$ cat config.mk
export PLATFORM = sky130hd
export DESIGN_NAME = bask_modulator
export DESIGN_NICKNAME = d
export VERILOG_FILES = /design/src/rtl/bask_pkg.sv /design/src/rtl/bask_carrier_lut.sv /design/src/rtl/bask_modulator.sv
export SDC_FILE = /design/constraint.sdc
export NUM_CORES = 1
export LEC_CHECK = 0
export BUFFER_PORTS_ARGS = -buffer_cell sky130_fd_sc_hd__buf_2
export CORE_MARGIN = 5
export CORE_UTILIZATION = 50
export DETAILED_ROUTE_END_ITERATION = 16
export GPL_TIMING_DRIVEN = 0
export PLACE_DENSITY = 0.75
export SYNTH_ARGS = -nofsm -noshare
export SYNTH_HDL_FRONTEND = slang
export SYNTH_SLANG_ARGS = --single-unit
$ cat constraint.sdc
create_clock -name clk -period 2.1 [get_ports clk]
set_clock_uncertainty 0.05 [all_clocks]
set_input_delay 0.21 -clock clk [delete_from_list [all_inputs] [get_ports clk]]
set_output_delay 0.21 -clock clk [all_outputs]
set_load 0.1 [all_outputs]
$ cat src/rtl/bask_pkg.sv
// Shared constants for the BASK transmitter: word and sample widths and the
// one-period sine table used as the carrier.
package bask_pkg;

    localparam int WIDTH     = 8;
    localparam int SAMPLE_W  = 8;
    localparam int LUT_DEPTH = 16;
    localparam int PHASE_W   = 4;

    // Offset-binary sine: 128 + round(127 * sin(2*pi*k/16))
    localparam logic [SAMPLE_W-1:0] SINE_LUT [LUT_DEPTH] = '{
        8'd128, 8'd177, 8'd218, 8'd245, 8'd255, 8'd245, 8'd218, 8'd177,
        8'd128, 8'd79,  8'd38,  8'd11,  8'd1,   8'd11,  8'd38,  8'd79
    };

endpackage

$ cat src/rtl/bask_carrier_lut.sv
// Free-running carrier: a 4-bit phase counter addressing the sine table,
// with the table read registered so data_out trails phase by one clock.
import bask_pkg::*;

module bask_carrier_lut (
    input  logic                clk,
    input  logic                reset,
    output logic [SAMPLE_W-1:0] data_out
);

    logic [PHASE_W-1:0] phase;

    always_ff @(posedge clk or negedge reset) begin
        if (!reset) begin
            phase    <= '0;
            data_out <= '0;
        end else begin
            phase    <= phase + 1'b1;
            data_out <= SINE_LUT[phase];
        end
    end

endmodule

$ cat src/rtl/bask_modulator.sv
// BASK/OOK transmitter: MSB-first PISO, each bit held BIT_CYCLES clocks,
// gating a continuous sine carrier onto mux_out.
import bask_pkg::*;

module bask_modulator #(
    parameter int BIT_CYCLES = 32
) (
    input  logic                clk,
    input  logic                reset,
    input  logic [WIDTH-1:0]    parallel_in,
    input  logic                load,
    output logic [SAMPLE_W-1:0] mux_out,
    output logic                piso_out,
    output logic [SAMPLE_W-1:0] data_out
);

    localparam int CNT_W = $clog2(BIT_CYCLES);
    localparam logic [CNT_W-1:0] LAST_CNT = CNT_W'(BIT_CYCLES - 1);

    logic [WIDTH-1:0] shift_reg;
    logic [CNT_W-1:0] bit_cnt;

    bask_carrier_lut u_carrier (
        .clk      (clk),
        .reset    (reset),
        .data_out (data_out)
    );

    // load is a one-edge strobe with no ready/ack: it is taken on every edge
    // where it is high, overriding any shift and aborting the word in flight.
    always_ff @(posedge clk or negedge reset) begin
        if (!reset) begin
            shift_reg <= '0;
            bit_cnt   <= '0;
        end else if (load) begin
            shift_reg <= parallel_in;
            bit_cnt   <= '0;
        end else if (bit_cnt == LAST_CNT) begin
            shift_reg <= {shift_reg[WIDTH-2:0], 1'b0};
            bit_cnt   <= '0;
        end else begin
            bit_cnt   <= bit_cnt + 1'b1;
        end
    end

    assign piso_out = shift_reg[WIDTH-1];
    assign mux_out  = piso_out ? data_out : '0;

endmodule

==> impl_metrics.prom, run 1 <==
# TYPE chip_impl_metric gauge
chip_impl_info{name="run_status",value="completed"} 1
chip_impl_metric{name="max_cap_violations",unit=""} 0
chip_impl_metric{name="die_width",unit="um"} 59.0
chip_impl_metric{name="power.clock.fraction",unit="%"} 25.5
chip_impl_metric{name="groute.usage.overall",unit="%"} 13.6
chip_impl_info{name="regToRegStartpoint",value="bit_cnt[0]"} 1
chip_impl_info{name="slowest_cell_on_crit_path",value="sky130_fd_sc_hd__dfrtp_1"} 1
chip_impl_metric{name="final_net_count",unit=""} 159
chip_impl_metric{name="drt_iter0_drc",unit=""} 22
chip_impl_metric{name="antenna_cells_inserted",unit=""} 0
chip_impl_metric{name="synth_cell_types",unit=""} 25
chip_impl_metric{name="yosysWarnings",unit=""} 0
chip_impl_metric{name="die_area",unit="sq mm"} 0.00349
chip_impl_metric{name="yosysSeqAreaShare",unit="%"} 52.0
chip_impl_metric{name="power-per-cell-area",unit="mW/mm^2"} 564
chip_impl_metric{name="regArea",unit="sq um"} 626
chip_impl_info{name="timing.critical_path.max_delay_family",value="flip-flops"} 1
chip_impl_metric{name="grt_overflow_total",unit=""} 0
chip_impl_metric{name="core_area",unit="sq mm"} 0.00225
chip_impl_metric{name="final_period_minus_worst_setup_slack",unit="ns"} 1.69
chip_impl_metric{name="clock_tree.buffer_depth",unit=""} 2
chip_impl_metric{name="netSwitchingFraction",unit="%"} 24.9
chip_impl_metric{name="worst-path-buf-inv",unit=""} 1
chip_impl_metric{name="placed_cell_area",unit="sq mm"} 0.00138
chip_impl_metric{name="hpwl",unit="mm"} 1.58
chip_impl_metric{name="synth_top_area_share",unit="%"} 52.0
chip_impl_metric{name="wl_per_cell",unit="um"} 12.9
chip_impl_metric{name="post_drt_via_cell_ratio",unit=""} 5.02
chip_impl_metric{name="cts.sink_count",unit=""} 25
chip_impl_metric{name="grt_pass1_vias",unit=""} 825
chip_impl_info{name="cell_chain_critical_path",value="and2_2 -> buf_2"} 1
chip_impl_metric{name="synthCells",unit=""} 106
chip_impl_info{name="worstSetupStartpoint",value="shift_reg[7]"} 1
chip_impl_metric{name="area.growth.synth_to_final",unit="%"} 18.0
chip_impl_metric{name="drt_pass1_iterations",unit=""} 4
chip_impl_metric{name="largest_net_degree_at_the_start_of_global_routing",unit=""} 26
chip_impl_metric{name="net-switching-power",unit="mW"} 0.199
chip_impl_metric{name="place_congestion",unit=""} 0.765
chip_impl_info{name="rsz0062_at_grt",value="no"} 1
chip_impl_metric{name="pwr-share-seq",unit="%"} 64.2
chip_impl_metric{name="io_buffers",unit=""} 27
chip_impl_info{name="synth.most_common_cell",value="sky130_fd_sc_hd__dfrtp_1"} 1
chip_impl_metric{name="initial_core_util",unit="%"} 53.3
chip_impl_metric{name="max-vdd-ir-drop",unit="mV"} 0.446
chip_impl_info{name="synth_flop_type",value="sky130_fd_sc_hd__dfrtp_1"} 1
chip_impl_metric{name="synth-async-reset-ratio",unit="%"} 100
chip_impl_info{name="netlist_top_cells_count",value="sky130_fd_sc_hd__dfrtp_1 (25), sky130_fd_sc_hd__and2_1 (10), sky130_fd_sc_hd__ha_1 (9), sky130_fd_sc_hd__mux2i_1 (9), sky130_fd_sc_hd__nand2_1 (9)"} 1
chip_impl_metric{name="critical_path.max_stage_delay",unit="ns"} 0.51
chip_impl_metric{name="number_of_standard_cells_in_the_final_layout_excluding_fillers",unit=""} 166
chip_impl_metric{name="syn_area",unit="sq mm"} 0.00120
chip_impl_metric{name="min_period_over_period",unit="%"} 80.3
chip_impl_metric{name="n_fill_cell",unit=""} 191
chip_impl_metric{name="route.antenna.remaining_nets",unit=""} 0
chip_impl_info{name="worstSetupEndpointType",value="output port"} 1
chip_impl_metric{name="report.final.hold_viol_count",unit=""} 0
chip_impl_metric{name="clk_transition_reported_paths",unit="ns"} 0.12
chip_impl_metric{name="slew_violations",unit=""} 0
chip_impl_info{name="setup.worst_path.start_class",value="flop"} 1
chip_impl_metric{name="worstPathArrival",unit="ns"} 1.43
chip_impl_metric{name="post_cts_buffers",unit=""} 0
chip_impl_metric{name="power_frac_comb",unit="%"} 10.4
chip_impl_info{name="cts_tree",value="yes"} 1
chip_impl_metric{name="final_layout_size_suffix_gt1_share",unit="%"} 32.6
chip_impl_metric{name="drc_errors",unit=""} 0
chip_impl_metric{name="max_freq",unit="GHz"} 0.593
chip_impl_metric{name="setup_violations",unit=""} 0
chip_impl_metric{name="die_height",unit="um"} 59.0
chip_impl_info{name="worst_hold_startpoint",value="parallel_in[1]"} 1
chip_impl_info{name="synth.top_cells.by_area",value="sky130_fd_sc_hd__dfrtp_1 (52%), sky130_fd_sc_hd__ha_1 (9.4%), sky130_fd_sc_hd__mux2i_1 (7.5%)"} 1
chip_impl_metric{name="synth_edf_count",unit=""} 0
chip_impl_metric{name="clock_latency",unit="ns"} 0.30
chip_impl_metric{name="cts_made_buffers",unit=""} 3
chip_impl_metric{name="power",unit="mW"} 0.800
chip_impl_info{name="criticalPathCategory",value="reg2out"} 1
chip_impl_metric{name="cp_data_required_time",unit="ns"} 1.84
chip_impl_metric{name="cts-htree-levels",unit=""} 1
chip_impl_metric{name="grt_first_pass_wirelength",unit="mm"} 3.57
chip_impl_metric{name="p_leak",unit="nW"} 0.735
chip_impl_metric{name="final_core_utilization",unit="%"} 62.9
chip_impl_metric{name="area_of_combinational_cells_with_multiple_inputs",unit="sq um"} 534
chip_impl_metric{name="ys_ff_latch",unit=""} 25
chip_impl_metric{name="fin_area",unit="sq mm"} 0.00142
chip_impl_info{name="netlist.top_cell.by_area",value="sky130_fd_sc_hd__dfrtp_1"} 1
chip_impl_metric{name="row_count",unit=""} 17
chip_impl_info{name="clockRootBuffer",value="sky130_fd_sc_hd__clkbuf_4"} 1
chip_impl_metric{name="worst-slew-pin-transition",unit="ns"} 0.551
chip_impl_metric{name="num_vias",unit=""} 834
chip_impl_metric{name="internal_power",unit="mW"} 0.600
chip_impl_metric{name="post-place-cells",unit=""} 161
chip_impl_metric{name="synth_nets",unit=""} 126
chip_impl_metric{name="headroom_to_the_max_slew_limit",unit="%"} 63.2
chip_impl_metric{name="crit_path_max_fanout",unit=""} 10
chip_impl_metric{name="antenna_found_initial",unit=""} 0
chip_impl_metric{name="totalNegativeSetupSlack",unit="ns"} 0
chip_impl_info{name="hp-class",value="in2reg"} 1
chip_impl_metric{name="post_synth.cell_area_avg",unit="sq um"} 11.3
chip_impl_metric{name="routed_wirelength",unit="mm"} 2.14
chip_impl_metric{name="ios",unit=""} 28
[final timing paths]
kind                           endpoint  slack (ns)  depth (start not counted)
max                          mux_out[4]        0.41                          2
min                        shift_reg[1]        0.06                          3
max reg2reg                shift_reg[1]        0.46                          6
min reg2reg                  bit_cnt[0]        0.43                          1
max in group asynchronous  shift_reg[5]        1.27                          2
min in group asynchronous  shift_reg[0]        0.36                          2
[cells in the final DEF (no fill, tap or decap), drive strengths merged, types with 4 or more instances in the layout]
master	instances
and2	10
buf	32
clkbuf	4
dfrtp	25
ha	9
inv	5
mux2i	9
nand2	9
o21ai	8
[per-layer routing]
layer | vias up | share of wire, % | global-route usage [%]
met1 | 398 | 43 | 15.9
met2 | 14 | 51 | 24.4
met5 | - | 0 | 0
met4 | 0 | 1.6 | 5.83
li1 | 418 | - | -
met3 | 4 | 4.4 | 1.96
[per-stage QoR]
stage          setup WS, ns  hold WS [ns]
4_1_cts               0.390        0.0488
6_report              0.413        0.0582
3_3_place_gp          0.517         0.168
2_1_floorplan         0.233        -0.136
5_1_grt               0.320        0.0500
3_5_place_dp          0.476         0.176
[logic make-up (layout without fill, tap and decap cells)]
group | after synthesis | in the layout | synth area share (%)
XOR/XNOR | 4 | 4 | 2.91
adder cells (fa/ha/maj) | 9 | 9 | 9.37
buffers and inverters | 10 | 42 | 4.37
multiplexers | 11 | 11 | 10.3
flip-flops | 25 | 25 | 52.0
AND/OR/NAND/NOR | 34 | 34 | 15.0
AO/OA/AOI/OAI | 13 | 13 | 6.04
[power groups by stage]
| stage | logic (mW) | clock network [mW] | registers [mW] |
|---|---|---|---|
| 6_report | 0.0829 | 0.204 | 0.513 |
| 5_1_grt | 0.0912 | 0.236 | 0.516 |
| 4_1_cts | 0.0841 | 0.214 | 0.513 |
| 3_5_place_dp | 0.0821 | 0 | 0.523 |
| 3_3_place_gp | 0.0803 | 0 | 0.522 |
| 2_1_floorplan | 0.0412 | 0 | 0.531 |
[what timing repair did]
| item | 4_1_cts | 5_1_grt |
|---|---|---|
| resized for setup | 0 | 0 |
| endpoints found under the hold margin | 25 | 0 |
| setup endpoints to repair | 0 | 0 |
| hold buffers | 1 | 0 |
[worst reg2reg max path, delay by kind of cell (launching register included)]
family | cells | cell delay [ns]
buffers and inverters | 1 | 0.19
AOI/OAI and AO/OA | 1 | 0.09
DFF | 1 | 0.42
muxes | 1 | 0.17
and+or+nand+nor | 1 | 0.19
adders and majority gates | 2 | 0.43
[area by class of cell]
type | instances | share of cell area (%)
tap | 28 | 2.47
clock buffer | 4 | 1.85
buffer | 5 | 2.38
sequential | 25 | 44.1
timing repair buffer | 28 | 10.2
inverter | 5 | 1.32
multi-input combinational | 71 | 37.7
(Power assumes the default switching activity.)
==> inputs of run 2 (changes only) <==
==> constraint.sdc (replaced) <==
create_clock -name clk -period 1.6 [get_ports clk]
set_clock_uncertainty 0.05 [all_clocks]
set_input_delay 0.16 -clock clk [delete_from_list [all_inputs] [get_ports clk]]
set_output_delay 0.16 -clock clk [all_outputs]
set_load 0.1 [all_outputs]
==> impl_metrics.prom, run 2 (synthesized netlist as in run 1, its figures left out) <==
# TYPE chip_impl_metric gauge
chip_impl_info{name="setup.worst_path.start_class",value="flop"} 1
chip_impl_metric{name="ios",unit=""} 28
chip_impl_info{name="criticalPathCategory",value="reg2reg"} 1
chip_impl_metric{name="power-per-cell-area",unit="mW/mm^2"} 712
chip_impl_metric{name="n_fill_cell",unit=""} 200
chip_impl_info{name="hp-class",value="in2reg"} 1
chip_impl_metric{name="power",unit="mW"} 1.06
chip_impl_metric{name="final_layout_size_suffix_gt1_share",unit="%"} 41.8
chip_impl_metric{name="die_area",unit="sq mm"} 0.00349
chip_impl_metric{name="die_width",unit="um"} 59.0
chip_impl_metric{name="drt_iter0_drc",unit=""} 9
chip_impl_metric{name="area.growth.synth_to_final",unit="%"} 24.3
chip_impl_metric{name="worstPathArrival",unit="ns"} 1.70
chip_impl_metric{name="critical_path.max_stage_delay",unit="ns"} 0.41
chip_impl_metric{name="clock_latency",unit="ns"} 0.31
chip_impl_metric{name="hpwl",unit="mm"} 1.61
chip_impl_metric{name="max_cap_violations",unit=""} 0
chip_impl_metric{name="net-switching-power",unit="mW"} 0.274
chip_impl_metric{name="cp_data_required_time",unit="ns"} 1.75
chip_impl_metric{name="worst-slew-pin-transition",unit="ns"} 0.546
chip_impl_metric{name="min_period_over_period",unit="%"} 96.5
chip_impl_metric{name="io_buffers",unit=""} 27
chip_impl_metric{name="netSwitchingFraction",unit="%"} 25.7
chip_impl_metric{name="crit_path_max_fanout",unit=""} 5
chip_impl_metric{name="max-vdd-ir-drop",unit="mV"} 0.501
chip_impl_info{name="layout_commonest_cell",value="sky130_fd_sc_hd__buf_2"} 1
chip_impl_info{name="slowest_cell_on_crit_path",value="sky130_fd_sc_hd__dfrtp_1"} 1
chip_impl_metric{name="route.antenna.remaining_nets",unit=""} 0
chip_impl_info{name="rsz0062_at_grt",value="no"} 1
chip_impl_info{name="worstSetupEndpointType",value="flop"} 1
chip_impl_metric{name="slew_violations",unit=""} 0
chip_impl_metric{name="number_of_standard_cells_in_the_final_layout_excluding_fillers",unit=""} 169
chip_impl_metric{name="cts.sink_count",unit=""} 25
chip_impl_metric{name="num_vias",unit=""} 877
chip_impl_info{name="cell_chain_critical_path",value="ha_2 -> and3_1 -> ha_4 -> clkbuf_4 -> mux2i_1 -> o21ai_1"} 1
chip_impl_metric{name="final_period_minus_worst_setup_slack",unit="ns"} 1.54
chip_impl_metric{name="cts_made_buffers",unit=""} 3
chip_impl_info{name="cts_tree",value="yes"} 1
chip_impl_metric{name="regArea",unit="sq um"} 637
chip_impl_metric{name="antenna_cells_inserted",unit=""} 0
chip_impl_info{name="run_status",value="completed"} 1
chip_impl_metric{name="drt_pass1_iterations",unit=""} 4
chip_impl_metric{name="power_frac_comb",unit="%"} 11.1
chip_impl_metric{name="antenna_found_initial",unit=""} 0
chip_impl_metric{name="die_height",unit="um"} 59.0
chip_impl_metric{name="grt_first_pass_wirelength",unit="mm"} 3.77
chip_impl_metric{name="headroom_to_the_max_slew_limit",unit="%"} 63.6
chip_impl_metric{name="area_of_combinational_cells_with_multiple_inputs",unit="sq um"} 549
chip_impl_metric{name="internal_power",unit="mW"} 0.791
chip_impl_metric{name="setup_violations",unit=""} 0
chip_impl_metric{name="initial_core_util",unit="%"} 53.3
chip_impl_metric{name="final_net_count",unit=""} 162
chip_impl_metric{name="power.clock.fraction",unit="%"} 25.6
chip_impl_metric{name="grt_overflow_total",unit=""} 0
chip_impl_metric{name="post-place-cells",unit=""} 161
chip_impl_metric{name="routed_wirelength",unit="mm"} 2.25
chip_impl_metric{name="core_area",unit="sq mm"} 0.00225
chip_impl_metric{name="report.final.hold_viol_count",unit=""} 0
chip_impl_metric{name="max_freq",unit="GHz"} 0.648
chip_impl_metric{name="p_leak",unit="nW"} 0.729
chip_impl_info{name="clockRootBuffer",value="sky130_fd_sc_hd__clkbuf_4"} 1
chip_impl_metric{name="largest_net_degree_at_the_start_of_global_routing",unit=""} 26
chip_impl_metric{name="row_count",unit=""} 17
chip_impl_metric{name="groute.usage.overall",unit="%"} 14.2
chip_impl_metric{name="drc_errors",unit=""} 0
chip_impl_metric{name="post_drt_via_cell_ratio",unit=""} 5.19
chip_impl_info{name="final_cell_mix",value="sky130_fd_sc_hd__buf_2 (22), sky130_fd_sc_hd__dfrtp_1 (16), sky130_fd_sc_hd__clkbuf_4 (12)"} 1
chip_impl_metric{name="pwr-share-seq",unit="%"} 63.3
chip_impl_metric{name="wl_per_cell",unit="um"} 13.3
chip_impl_metric{name="cts-htree-levels",unit=""} 1
chip_impl_metric{name="place_congestion",unit=""} 0.769
chip_impl_metric{name="clk_transition_reported_paths",unit="ns"} 0.13
chip_impl_metric{name="clock_tree.buffer_depth",unit=""} 2
chip_impl_metric{name="grt_pass1_vias",unit=""} 905
==> run 2: final timing paths <==
| path | to | start | slack [ns] | depth (start not counted) |
|---|---|---|---|---|
| hold / removal | shift_reg[1] | parallel_in[1] | 0.01 | 3 |
| setup / recovery | shift_reg[4] | bit_cnt[0] | 0.06 | 6 |
| setup reg to reg | shift_reg[4] | bit_cnt[0] | 0.06 | 6 |
| min in group asynchronous | shift_reg[4] | reset | 0.30 | 2 |
| max in group asynchronous | u_carrier.data_out[0] | reset | 0.81 | 2 |
| hold reg to reg | bit_cnt[0] | bit_cnt[0] | 0.52 | 2 |
==> run 2: critical path: cells and delay by family, from the launching register on <==
kind / cells / cell delay, ns
DFF: 1 / 0.41
adders and majority gates: 2 / 0.38
and+or+nand+nor: 1 / 0.21
buffers and inverters: 1 / 0.16
muxes: 1 / 0.14
AOI/OAI and AO/OA: 1 / 0.08
==> run 2: timing repair <==
item / CTS / global route
hold endpoints to repair: 25 / 1
endpoints found under the setup margin: 7 / 15
cloned: 0 / 1
setup buffers: 1 / 0
resized for setup: 3 / 15
hold buffers: 1 / 1
==> run 2: per-layer routing <==
metal	routed length, um	global-route usage (%)
met4	25	6.15
met2	1160	25.1
met3	111	3.05
met5	0	0
met1	960	16.4
==> run 2: metrics by stage <==
step | TNS [ns] | util, % | hold WS [ns] | area [sq um] | worst slack (ns)
final | 0 | 66.3 | 0.0106 | 1500 | 0.0567
after global routing | 0 | 66.3 | 0.000195 | 1500 | 0.00564
after CTS | 0 | 64.1 | 0.00120 | 1450 | 0.0157
after detailed placement | -0.209 | 61.8 | 0.125 | 1390 | -0.0409
after global placement | 0 | 61.8 | 0.118 | 1390 | 0.0168
after floorplan | 0 | - | -0.186 | 1220 | 0.0813
==> run 2: layout make-up <==
| cell class | instances | area share [%] |
|---|---|---|
| inverter | 5 | 1.26 |
| multi-input combinational | 71 | 36.7 |
| clock buffer | 3 | 1.51 |
| sequential | 25 | 42.6 |
| clock inverter | 1 | 0.335 |
| buffer | 5 | 2.51 |
| tap | 28 | 2.34 |
| timing repair buffer | 31 | 12.7 |
==> run 2: power groups by stage <==
stage          Clock, mW  Combinational [mW]  Sequential [mW]
5_1_grt            0.310               0.132            0.679
2_1_floorplan          0              0.0540            0.698
6_report           0.273               0.118            0.674
3_3_place_gp           0               0.105            0.686
4_1_cts            0.281               0.115            0.675
3_5_place_dp           0               0.109            0.687
